<file path="config.mk">
export PLATFORM = sky130hd
export DESIGN_NAME = alsu_seg_display_ctrl
export DESIGN_NICKNAME = d
export VERILOG_FILES = /design/src/rtl/alsu_seg_display_ctrl.sv
export SDC_FILE = /design/constraint.sdc
export NUM_CORES = 1
export LEC_CHECK = 0
export ABC_AREA = 1
export BUFFER_PORTS_ARGS = -buffer_cell sky130_fd_sc_hd__buf_2
export CORE_MARGIN = 1.5
export CORE_UTILIZATION = 25
export CTS_CLUSTER_DIAMETER = 80
export DETAILED_ROUTE_END_ITERATION = 7
export GPL_ROUTABILITY_DRIVEN = 1
export PLACE_DENSITY = 0.4
export RECOVER_POWER = 100
export SETUP_SLACK_MARGIN = 0.1
export SLEW_MARGIN = 25
export SYNTH_ARGS = -nofsm -noshare
export SYNTH_HDL_FRONTEND = slang
export SYNTH_SLANG_ARGS = --single-unit
</file>
<file path="constraint.sdc">
create_clock -name clk -period 3.05 [get_ports clk]
set_input_delay 0.4575 -clock clk [delete_from_list [all_inputs] [get_ports clk]]
set_output_delay 0.4575 -clock clk [all_outputs]
set_load 0.03 [all_outputs]
</file>
<file path="src/rtl/alsu_seg_display_ctrl.sv">
// Purpose : ALSU display stage; latches a 16-bit result plus error flag and scans it onto a 4-digit common-anode 7-segment display.
// Latency : a value loaded mid-frame shows from digit0 of the next frame; a load on the frame-boundary cycle shows on that same edge.
// Backpressure: none; load is a fire-and-forget strobe, and a later load before the boundary overwrites the pending one.
//
// Ports:
//   clk      in   1   system clock, rising edge
//   rst      in   1   asynchronous, active-low reset
//   load     in   1   1-cycle strobe: capture data_in/err_in
//   data_in  in   16  value to show; [3:0]=digit0 (rightmost) .. [15:12]=digit3
//   err_in   in   1   1 = show "E404"
//   anode    out  4   digit enables, active-low; anode[i] drives digit i
//   cathode  out  7   segments {g,f,e,d,c,b,a}, active-low
module alsu_seg_display_ctrl #(
  parameter int    CLK_DIV       = 25000,
  parameter string BLANK_LEADING = "OFF"
) (
  input  logic        clk,
  input  logic        rst,
  input  logic        load,
  input  logic [15:0] data_in,
  input  logic        err_in,
  output logic [3:0]  anode,
  output logic [6:0]  cathode
);

  localparam int            PW        = (CLK_DIV > 1) ? $clog2(CLK_DIV) : 1;
  localparam logic [PW-1:0] PRESC_MAX = PW'(CLK_DIV - 1);
  localparam bit            BLANK     = (BLANK_LEADING == "ON");

  generate
    if (CLK_DIV < 1) begin : g_bad_clk_div
      $error("alsu_seg_display_ctrl: CLK_DIV must be >= 1");
    end
  endgenerate

  logic [PW-1:0] presc;
  logic [1:0]    idx;
  logic          run;       // low until the first tick, so that tick shows digit0
  logic [15:0]   pend, disp;
  logic          pend_err, disp_err, pend_v;

  logic          tick, boundary;
  logic [1:0]    idx_next;
  logic [15:0]   disp_nxt;
  logic          err_nxt;
  logic [3:0]    nib;
  logic [6:0]    cat_nxt;

  function automatic logic [6:0] seg7(input logic [3:0] h);
    case (h)
      4'h0: seg7 = 7'h40;  4'h1: seg7 = 7'h79;  4'h2: seg7 = 7'h24;  4'h3: seg7 = 7'h30;
      4'h4: seg7 = 7'h19;  4'h5: seg7 = 7'h12;  4'h6: seg7 = 7'h02;  4'h7: seg7 = 7'h78;
      4'h8: seg7 = 7'h00;  4'h9: seg7 = 7'h10;  4'hA: seg7 = 7'h08;  4'hB: seg7 = 7'h03;
      4'hC: seg7 = 7'h46;  4'hD: seg7 = 7'h21;  4'hE: seg7 = 7'h06;  default: seg7 = 7'h0E;
    endcase
  endfunction

  assign tick     = (presc == PRESC_MAX);
  assign idx_next = run ? idx + 2'd1 : 2'd0;
  // Every tick that lands on digit0 starts a frame (idx 3->0, or the first tick after reset).
  assign boundary = tick && (idx_next == 2'd0);

  // Value disp will hold after this edge; the digit driven on a boundary edge must already use it.
  always_comb begin
    disp_nxt = disp;
    err_nxt  = disp_err;
    if (boundary) begin
      if (load) begin
        disp_nxt = data_in;
        err_nxt  = err_in;
      end else if (pend_v) begin
        disp_nxt = pend;
        err_nxt  = pend_err;
      end
    end
  end

  always_comb begin
    nib     = disp_nxt[{idx_next, 2'b00} +: 4];
    cat_nxt = seg7(nib);
    if (err_nxt) begin
      case (idx_next)
        2'd0:    cat_nxt = 7'h19;  // '4'
        2'd1:    cat_nxt = 7'h40;  // '0'
        2'd2:    cat_nxt = 7'h19;  // '4'
        default: cat_nxt = 7'h06;  // 'E'
      endcase
    end else if (BLANK && (idx_next != 2'd0) &&
                 ((disp_nxt >> {idx_next, 2'b00}) == 16'd0)) begin
      // Digits idx_next..3 are all zero: leading zero, segments off, anode still driven.
      cat_nxt = 7'h7F;
    end
  end

  always_ff @(posedge clk or negedge rst) begin
    if (!rst) begin
      presc    <= '0;
      idx      <= 2'd0;
      run      <= 1'b0;
      pend     <= 16'd0;
      pend_err <= 1'b0;
      pend_v   <= 1'b0;
      disp     <= 16'd0;
      disp_err <= 1'b0;
      anode    <= 4'b1111;
      cathode  <= 7'h7F;
    end else begin
      presc    <= tick ? '0 : presc + PW'(1);
      disp     <= disp_nxt;
      disp_err <= err_nxt;

      if (tick) begin
        idx     <= idx_next;
        run     <= 1'b1;
        anode   <= ~(4'b0001 << idx_next);
        cathode <= cat_nxt;
      end

      // A load on the boundary bypasses pend entirely (handled in disp_nxt).
      if (load && !boundary) begin
        pend     <= data_in;
        pend_err <= err_in;
        pend_v   <= 1'b1;
      end else if (boundary) begin
        pend_v   <= 1'b0;
      end
    end
  end

endmodule

</file>
==> flow_metrics.env, run 1 <==
export IMPL_status="finished with violations"
export IMPL_violations="capacitance limit, slew limit"
export IMPL_grt_max_degree=65
export IMPL_io_buffers=30
export IMPL_power_leakage_nw=2.07
export IMPL_grt_pass1_wl_um=15100
export IMPL_power_total_mw=1.97
export IMPL_regArea_um2=1620
export IMPL_worstSetupStartpointType="flop"
export IMPL_slew_headroom_pct=-8.01
export IMPL_avgSynthCellArea_um2=8.14
export IMPL_rrSetupSlack_ns=0.39
export IMPL_drc_errors=0
export IMPL_finish_utilization_pct=29.8
export IMPL_ys_seq_area_share_pct=44.6
export IMPL_fillCellCount=1562
export IMPL_area_delta_synth_final_pct=15.1
export IMPL_endpoint_kind="flop"
export IMPL_synthCells=445
export IMPL_dp_slack_ns=0.525
export IMPL_min_from="data_in[15]"
export IMPL_nets=505
export IMPL_clock_latency_ns=0.34
export IMPL_grt_pass1_vias=2969
export IMPL_rsz0062_at_grt="false"
export IMPL_first_iter_violations=134
export IMPL_post_cts_buffers=0
export IMPL_wl_met1_um=4300
export IMPL_cp_depth=6
export IMPL_yosysTopAreaCell="dfrtp_1"
export IMPL_maxCapViolations=1
export IMPL_worst_pin_slew_ns=1.62
export IMPL_ys_warn_count=0
export IMPL_die_x_um=123
export IMPL_ys_types=39
export IMPL_hp_class="primary input to flop"
export IMPL_setup_viol=0
export IMPL_max_vdd_ir_drop_uv=278
export IMPL_top_layer="met4"
export IMPL_async_flop_share_pct=100
export IMPL_cts_sinks=64
export IMPL_cts_root_buf="clkbuf_16"
export IMPL_ios=31
export IMPL_clk_pin_slew_worst_paths_ns=0.06
export IMPL_hold_viol=0
export IMPL_place_area_um2=3950
export IMPL_hpwl_um=6440
export IMPL_fin_ws_ns=0.393
export IMPL_cts_made_buffers=9
export IMPL_ctsHoldBuffers=0
export IMPL_place_congestion=0.847
export IMPL_wl_per_cell_um=13.4
export IMPL_ys_flop_type="dfrtp_1"
export IMPL_avgViaCountPerCell=4.46
export IMPL_drive_gt1_share_pct=19.5
export IMPL_critical_path_arrival_ns=2.88
export IMPL_wl_met3_um=447
export IMPL_ant_nets=0
export IMPL_slew_violations=65
export IMPL_grt_overflow_total=0
export IMPL_r2r_cells=6
export IMPL_dieArea_um2=15200
export IMPL_ys_ff_latch=64
export IMPL_antennaDiodeCount=0
export IMPL_h_tree_depth=3
export IMPL_rows=43
export IMPL_multi_input_area_um2=1660
export IMPL_crit_top_cell="nand2_1"
export IMPL_cts_repair_resized=0
export IMPL_crit_chain="nand2_1 > nand2_1 > nand3_1 > nand2_1 > clkbuf_1 > mux2_2"
export IMPL_num_vias=2960
export IMPL_start_util_pct=25.9
export IMPL_synth_most_common_cell="nand2_1"
export IMPL_fin_setup_tns_ns=0
export IMPL_reg2reg_from="idx[1]$_DFFE_PN0N_"
export IMPL_core_um2=14000
export IMPL_cts_tree="done"
export IMPL_worst_ep_required_time_ns=3.27
export IMPL_final_setup_skew_ns=0.00742
export IMPL_r2r_end="pend[1]$_DFFE_PN0P_"
export IMPL_grt_antenna_before_repair=0
export IMPL_synth_commonest_cells="nand2_1 (98), dfrtp_1 (53), inv_1 (49), nor2_1 (43), o21ai_0 (33)"
export IMPL_worstSetupPathType="flop to flop"
export IMPL_fmax_mhz=376
export IMPL_die_h_um=123
export IMPL_postSynthNetCount=472
export IMPL_path_max_fanout=22
export IMPL_clockBufferDepth=2
export IMPL_post_route_min_period_ns=2.66
export IMPL_min_to="pend[15]$_DFFE_PN0P_"
export IMPL_fin_area_um2=4170
export IMPL_yosys_top_cells_area="dfrtp_1 (37%), nand2_1 (10%), dfstp_2 (8.0%), inv_1 (5.1%), o21ai_0 (4.6%)"
export IMPL_crit_family="simple AND/OR/NAND/NOR gates"
export IMPL_pwr_density_cell_nw_per_um2=472
export IMPL_hold_depth=2
export IMPL_grt_usage_pct=13.2
export IMPL_cp_slowest_stage_delay_ns=0.80
export IMPL_wl_um=8870
export IMPL_slowest_stage="clkbuf_1"
export IMPL_drtPass1Iterations=6
export IMPL_synth_top_cell_area_share_pct=36.6
export IMPL_period_share_pct=87.1
export IMPL_cp_num_buf_inv=1
export IMPL_met2_wirelength_um=4030
export IMPL_netlist_area_um2=3620
export IMPL_synth_edff_count=0
[state kept, by name (all words and copies together) (netlist names)]
register / count
pend_err: 1
idx: 2
presc: 15
pend: 16
pend_v: 1
run: 1
disp: 16
cathode: 7
anode: 4
disp_err: 1
[kinds of logic after synthesis]
kind of cell / count (synthesis) / share of synthesized area [%]
adder cells (fa/ha/maj): 7 / 2.42
AND/OR/NAND/NOR: 208 / 27.2
multiplexers: 16 / 4.83
flip-flops: 64 / 44.6
buffers and inverters: 73 / 8.60
XOR/XNOR: 3 / 0.725
AO/OA/AOI/OAI: 74 / 11.7
[power breakdown]
group          switching (mW)  internal (mW)
sequential             0.0106          0.873
combinational          0.0585         0.0415
clock                   0.368          0.618
total                   0.437           1.53
[placed cells by master, fill, tap and decap left out, types with 2 or more instances in the layout]
cell       synthesis  layout
nand3_2           10       8
xor2_1             3       3
nand4_1            5       5
clkbuf_16          0       9
a221oi_1           2       2
nand3_1           25      27
a21oi_1           23      25
nor2_1            43      43
o22ai_1            2       2
inv_2              9       9
nor3_1             4       5
clkbuf_1           5      18
dfrtp_1           53      53
nor2_2             5       5
a31oi_1            4       4
mux2_2            12      12
buf_2              4      19
o21ai_0           33      35
nand2_2            9       7
mux2i_1            4       4
inv_1             49      49
clkinv_1           2       2
nand2_1           98     100
ha_1               7       7
dfstp_2           11      11
clkbuf_8           1       3
nor2_4             2       2
[through the flow]
step	instances	hold WS, ns
global placement	647	0.448
CTS	663	0.345
floorplan	445	0.162
global route	663	0.362
detailed placement	647	0.451
finish	663	0.368
[how the worst max path moves through the flow]
stage                  startpoint                     end  slack, ns
6_report       idx[1]$_DFFE_PN0N_     pend[1]$_DFFE_PN0P_       0.39
5_1_grt        idx[1]$_DFFE_PN0N_    pend[14]$_DFFE_PN0P_       0.12
4_1_cts        presc[0]$_DFF_PN0_  cathode[4]$_DFFE_PN1N_       0.54
3_5_place_dp   presc[0]$_DFF_PN0_  cathode[4]$_DFFE_PN1N_       0.52
3_3_place_gp   presc[0]$_DFF_PN0_  cathode[4]$_DFFE_PN1N_       0.53
2_1_floorplan  presc[0]$_DFF_PN0_  cathode[3]$_DFFE_PN1N_       0.95
[final cells by class]
class                   count  area share [%]
clock buffers              16            6.75
inverters                  60            5.40
multi-input cells         308            39.9
flip-flops and latches     64            38.7
well taps                 180            5.40
repair buffers             35            3.84
[per-layer routing]
| metal | vias to the layer above | global-route usage [%] |
|---|---|---|
| met5 | - | 0 |
| li1 | 1506 | - |
| met3 | 8 | 4.70 |
| met1 | 1395 | 17.3 |
| met4 | 0 | 3.30 |
| met2 | 51 | 20.6 |
No activity file was read; power rests on OpenSTA's default activity.
==> inputs of run 2 (changes only) <==
--- a/config.mk
+++ b/config.mk
@@ -7,12 +7,14 @@
 export LEC_CHECK = 0
 export ABC_AREA = 1
 export BUFFER_PORTS_ARGS = -buffer_cell sky130_fd_sc_hd__buf_2
+export CELL_PAD_IN_SITES_DETAIL_PLACEMENT = 1
+export CELL_PAD_IN_SITES_GLOBAL_PLACEMENT = 1
 export CORE_MARGIN = 1.5
 export CORE_UTILIZATION = 25
 export CTS_CLUSTER_DIAMETER = 80
 export DETAILED_ROUTE_END_ITERATION = 7
 export GPL_ROUTABILITY_DRIVEN = 1
-export PLACE_DENSITY = 0.4
+export PLACE_DENSITY = 0.49
 export RECOVER_POWER = 100
 export SETUP_SLACK_MARGIN = 0.1
 export SLEW_MARGIN = 25
==> constraint.sdc (replaced) <==
create_clock -name clk -period 3.05 [get_ports clk]
set_input_delay 0.61 -clock clk [delete_from_list [all_inputs] [get_ports clk]]
set_output_delay 0.61 -clock clk [all_outputs]
set_load 0.03 [all_outputs]
==> run 2 against run 1 <==
The run still ends with capacitance limit, slew limit left. Worst hold slack improved by 0.095 ns. First-iteration DRC count rose by 16%. Via count rose by 2.3%. Utilization fell by 0.054 points. Critical path type unchanged. Largest cell class unchanged. Maximum frequency rose by 0.29%.
==> flow_metrics.env, run 2 (synthesis gave the netlist of run 1 again) <==
export IMPL_clock_latency_ns=0.34
export IMPL_critical_path_arrival_ns=2.87
export IMPL_grt_pass1_wl_um=16300
export IMPL_power_total_mw=1.92
export IMPL_final_cell_mix="nand2_1 (99), dfrtp_1 (53), inv_1 (49)"
export IMPL_rsz0062_at_grt="false"
export IMPL_post_route_min_period_ns=2.65
export IMPL_drtPass1Iterations=4
export IMPL_power_leakage_nw=2.06
export IMPL_ios=31
export IMPL_grt_max_degree=36
export IMPL_ant_nets=0
export IMPL_area_delta_synth_final_pct=14.8
export IMPL_start_util_pct=25.9
export IMPL_path_max_fanout=20
export IMPL_cts_made_buffers=9
export IMPL_crit_family="buffers and inverters"
export IMPL_cts_root_buf="clkbuf_16"
export IMPL_endpoint_kind="flop"
export IMPL_clockBufferDepth=2
export IMPL_post_cts_buffers=0
export IMPL_core_um2=14000
export IMPL_layout_commonest_cell="nand2_1"
export IMPL_fin_setup_tns_ns=0
export IMPL_crit_top_cell="nand2_1"
export IMPL_io_buffers=30
export IMPL_period_share_pct=86.8
export IMPL_worst_pin_slew_ns=1.82
export IMPL_worstSetupPathType="flop to flop"
export IMPL_worstSetupStartpointType="flop"
export IMPL_drc_errors=0
export IMPL_cp_slowest_stage_delay_ns=0.73
export IMPL_antennaDiodeCount=0
export IMPL_cts_repair_resized=0
export IMPL_cts_tree="done"
export IMPL_cp_num_buf_inv=2
export IMPL_status="finished with violations"
export IMPL_cts_sinks=64
export IMPL_h_tree_depth=3
export IMPL_first_iter_violations=155
export IMPL_setup_viol=0
export IMPL_clk_pin_slew_worst_paths_ns=0.05
export IMPL_max_vdd_ir_drop_uv=266
export IMPL_die_h_um=123
export IMPL_grt_antenna_before_repair=0
export IMPL_drive_gt1_share_pct=19.3
export IMPL_slowest_stage="clkbuf_1"
export IMPL_grt_overflow_total=0
export IMPL_reg_largest_list="disp (16), pend (16), presc (15)"
export IMPL_hp_class="flop to flop"
export IMPL_hpwl_um=7330
export IMPL_wl_um=9770
export IMPL_maxCapViolations=1
export IMPL_slew_headroom_pct=-21.0
export IMPL_avgViaCountPerCell=4.58
export IMPL_wl_per_cell_um=14.8
export IMPL_slew_violations=30
export IMPL_nets=506
export IMPL_ctsHoldBuffers=0
export IMPL_worst_ep_required_time_ns=3.27
export IMPL_grt_usage_pct=14.4
export IMPL_place_congestion=0.844
export IMPL_grt_pass1_vias=3177
export IMPL_hold_viol=0
export IMPL_dieArea_um2=15200
export IMPL_crit_chain="ha_1 > nand2_1 > inv_1 > nand2_1 > nor2_4 > nand3_1 > nand2_1 > clkbuf_1 > mux2_2"
export IMPL_pwr_density_cell_nw_per_um2=461
export IMPL_rows=43
export IMPL_fmax_mhz=378
export IMPL_die_x_um=123
export IMPL_num_vias=3029
export IMPL_final_setup_skew_ns=0.00426
export IMPL_violations="capacitance limit, slew limit"
## run 2: worst register-to-register path, cell delays in order (launching register included)
cell and delay, ns:
dfrtp_1 0.37, ha_1 0.20, nand2_1 0.10, inv_1 0.09, nand2_1 0.09, nor2_4 0.09
nand3_1 0.23, nand2_1 0.22, clkbuf_1 0.73, mux2_2 0.43
## run 2: metrics by stage
stage / setup slack, ns / hold slack, ns / cells / utilization, % / instance area, µm²
detailed placement: 0.516 / 0.459 / 648 / 28.4 / 3970
global placement: 0.545 / 0.450 / 648 / 28.4 / 3970
floorplan: 0.951 / 0.314 / 445 / - / 3620
CTS: 0.503 / 0.367 / 662 / 30.2 / 4230
finish: 0.401 / 0.463 / 662 / 29.7 / 4160
global route: 0.147 / 0.489 / 662 / 29.7 / 4160
## run 2: final timing paths
check | start | end | slack (ns) | cells past startpoint
min | presc[0]$_DFF_PN0_ | presc[0]$_DFF_PN0_ | 0.46 | 1
max in group asynchronous | rst | disp[14]$_DFF_PN0_ | 1.24 | 1
min reg2reg | presc[0]$_DFF_PN0_ | presc[0]$_DFF_PN0_ | 0.46 | 1
max reg2reg | presc[0]$_DFF_PN0_ | pend[0]$_DFFE_PN0P_ | 0.40 | 9
max | presc[0]$_DFF_PN0_ | pend[0]$_DFFE_PN0P_ | 0.40 | 9
min in group asynchronous | rst | presc[8]$_DFF_PN0_ | 0.76 | 1
## run 2: layer usage
| metal | share of wire, % | vias to the layer above | wire (µm) | global-route usage [%] |
|---|---|---|---|---|
| li1 | - | 1502 | - | - |
| met1 | 48 | 1476 | 4730 | 18.2 |
| met2 | 47 | 40 | 4560 | 23.5 |
| met3 | 3.1 | 11 | 302 | 3.51 |
| met4 | 1.8 | 0 | 176 | 5.60 |
| met5 | 0 | - | 0 | 0 |
## run 2: where the power goes
| part | internal [mW] | leakage, nW | switching [mW] |
|---|---|---|---|
| Sequential | 0.873 | 0.731 | 0.0106 |
| Clock | 0.562 | 0.126 | 0.368 |
| Combinational | 0.0435 | 1.20 | 0.0611 |
| Total | 1.48 | 2.06 | 0.439 |
## run 2: final cells by class
cell class / count / area, µm²
clock buffer: 13 / 250
tap: 180 / 225
multi-input combinational: 308 / 1660
sequential: 64 / 1620
inverter: 60 / 225
fill: 1717 / 9830
clock inverter: 1 / 5.00
timing repair buffer: 36 / 181
==> inputs of run 3 (changes only) <==
--- a/config.mk
+++ b/config.mk
@@ -15,7 +15,7 @@
 export DETAILED_ROUTE_END_ITERATION = 7
 export GPL_ROUTABILITY_DRIVEN = 1
 export PLACE_DENSITY = 0.49
-export RECOVER_POWER = 100
+export RECOVER_POWER = 50
 export SETUP_SLACK_MARGIN = 0.1
 export SLEW_MARGIN = 25
 export SYNTH_ARGS = -nofsm -noshare
==> run 3 against run 2 <==
The flow still finishes with violations (capacitance limit, slew limit). Global-route usage stayed put. Largest cell class unchanged. Sequential power hardly changed. Die area stayed put. Register-to-register slack better by 0.13 ns. Clock power hardly changed. Maximum frequency is 5.3% higher. Final cell count stayed put.
==> flow_metrics.env, run 3 (synthesis gave the netlist of run 1 again) <==
export IMPL_r2r_cells=16
export IMPL_antennaDiodeCount=0
export IMPL_clock_latency_ns=0.34
export IMPL_cp_num_buf_inv=2
export IMPL_worst_pin_slew_ns=1.82
export IMPL_grt_pass1_wl_um=16300
export IMPL_crit_family="simple AND/OR/NAND/NOR gates"
export IMPL_slowest_stage="dfrtp_1"
export IMPL_min_to="presc[0]$_DFF_PN0_"
export IMPL_io_buffers=30
export IMPL_grt_antenna_before_repair=0
export IMPL_regArea_um2=1620
export IMPL_violations="capacitance limit, slew limit"
export IMPL_fin_setup_tns_ns=0
export IMPL_wl_um=9770
export IMPL_ios=31
export IMPL_final_setup_skew_ns=0.00392
export IMPL_max_vdd_ir_drop_uv=268
export IMPL_cts_made_buffers=9
export IMPL_hpwl_um=7330
export IMPL_grt_overflow_total=0
export IMPL_fillCellCount=1706
export IMPL_wl_per_cell_um=14.8
export IMPL_cts_sinks=64
export IMPL_r2r_end="cathode[3]$_DFFE_PN1N_"
export IMPL_hold_viol=0
export IMPL_ctsHoldBuffers=0
export IMPL_nets=506
export IMPL_layout_commonest_cell="nand2_1"
export IMPL_rows=43
export IMPL_cts_repair_resized=0
export IMPL_status="finished with violations"
export IMPL_ant_nets=0
export IMPL_rsz0062_at_grt="false"
export IMPL_period_share_pct=82.4
export IMPL_critical_path_arrival_ns=2.79
export IMPL_rrSetupSlack_ns=0.54
export IMPL_power_leakage_nw=2.11
export IMPL_cts_root_buf="clkbuf_16"
export IMPL_drc_errors=0
export IMPL_place_congestion=0.844
export IMPL_pwr_density_cell_nw_per_um2=454
export IMPL_cp_slowest_stage_delay_ns=0.37
export IMPL_post_route_min_period_ns=2.51
export IMPL_num_vias=3045
export IMPL_min_from="presc[0]$_DFF_PN0_"
export IMPL_start_util_pct=25.9
export IMPL_avgViaCountPerCell=4.60
export IMPL_core_um2=14000
export IMPL_path_max_fanout=7
export IMPL_slew_headroom_pct=-21.3
export IMPL_h_tree_depth=3
export IMPL_whs_ns=0.460
export IMPL_power_total_mw=1.92
export IMPL_fin_cells=662
export IMPL_reg_largest_list="disp (16), pend (16), presc (15)"
export IMPL_multi_input_area_um2=1700
export IMPL_crit_top_cell="nand2_1"
export IMPL_grt_max_degree=36
export IMPL_endpoint_kind="flop"
export IMPL_worstSetupPathType="flop to flop"
export IMPL_dieArea_um2=15200
export IMPL_clk_pin_slew_worst_paths_ns=0.05
export IMPL_post_cts_buffers=0
export IMPL_final_cell_mix="nand2_1 (98), dfrtp_1 (53), inv_1 (49)"
export IMPL_cp_depth=16
export IMPL_drtPass1Iterations=4
export IMPL_reg2reg_from="presc[0]$_DFF_PN0_"
export IMPL_slew_violations=30
export IMPL_clockBufferDepth=2
export IMPL_setup_viol=0
export IMPL_area_delta_synth_final_pct=16.6
export IMPL_worst_ep_required_time_ns=3.33
export IMPL_first_iter_violations=154
export IMPL_worstSetupStartpointType="flop"
export IMPL_fmax_mhz=398
export IMPL_maxCapViolations=1
export IMPL_cts_tree="done"
export IMPL_drive_gt1_share_pct=23.7
export IMPL_grt_usage_pct=14.4
export IMPL_die_h_um=123
export IMPL_die_x_um=123
export IMPL_dp_cells=648
export IMPL_hp_class="flop to flop"
export IMPL_crit_chain="ha_1 > nand2_1 > nor2_1 > nand2_1 > nor2_2 > nand3_1 > nand3_1 > nand3_2 > inv_1 > ha_1 > inv_1 > nand4_1 > nand3_1 > nand2_1 > nand2_1 > a21oi_2"
export IMPL_finish_utilization_pct=30.2
export IMPL_hold_depth=1
export IMPL_grt_pass1_vias=3177
[run 3: worst max path at each step]
| stage | startpoint | to |
|---|---|---|
| floorplan | presc[0]$_DFF_PN0_ | cathode[3]$_DFFE_PN1N_ |
| global placement | presc[0]$_DFF_PN0_ | cathode[3]$_DFFE_PN1N_ |
| detailed placement | presc[0]$_DFF_PN0_ | cathode[4]$_DFFE_PN1N_ |
| CTS | presc[0]$_DFF_PN0_ | cathode[4]$_DFFE_PN1N_ |
| global route | presc[0]$_DFF_PN0_ | cathode[3]$_DFFE_PN1N_ |
| finish | presc[0]$_DFF_PN0_ | cathode[3]$_DFFE_PN1N_ |
[run 3: area by class of cell]
class                      count  share of cell area, %
clock inverter                 1                  0.118
tap                          180                   5.33
sequential                    64                   38.2
clock buffer                  13                   5.92
multi-input combinational    308                   40.2
inverter                      60                   5.33
timing repair buffer          36                   4.89
[run 3: through the flow]
| stage | setup slack (ns) | cell area [µm²] |
|---|---|---|
| after CTS | 0.503 | 4230 |
| after detailed placement | 0.516 | 3970 |
| after floorplan | 0.951 | 3620 |
| final | 0.536 | 4220 |
| after global placement | 0.545 | 3970 |
| after global routing | 0.222 | 4220 |
[run 3: power breakdown]
part | switching (mW) | internal (mW)
clock | 0.368 | 0.562
sequential | 0.0106 | 0.873
combinational | 0.0624 | 0.0440
[run 3: per-layer routing]
| metal | GRT usage, % | wire (µm) |
|---|---|---|
| met5 | 0 | 0 |
| met3 | 3.51 | 272 |
| met4 | 5.60 | 178 |
| met1 | 18.2 | 4750 |
| met2 | 23.5 | 4560 |
[run 3: worst register-to-register path, stage by stage, from the launching register on]
cell and delay (ns):
dfrtp_1 0.37, ha_1 0.20, nand2_1 0.10, nor2_1 0.11, nand2_1 0.07, nor2_2 0.31
nand3_1 0.15, nand3_1 0.12, nand3_2 0.16, inv_1 0.13, ha_1 0.23, inv_1 0.07
nand4_1 0.11, nand3_1 0.09, nand2_1 0.07, nand2_1 0.06, a21oi_2 0.11
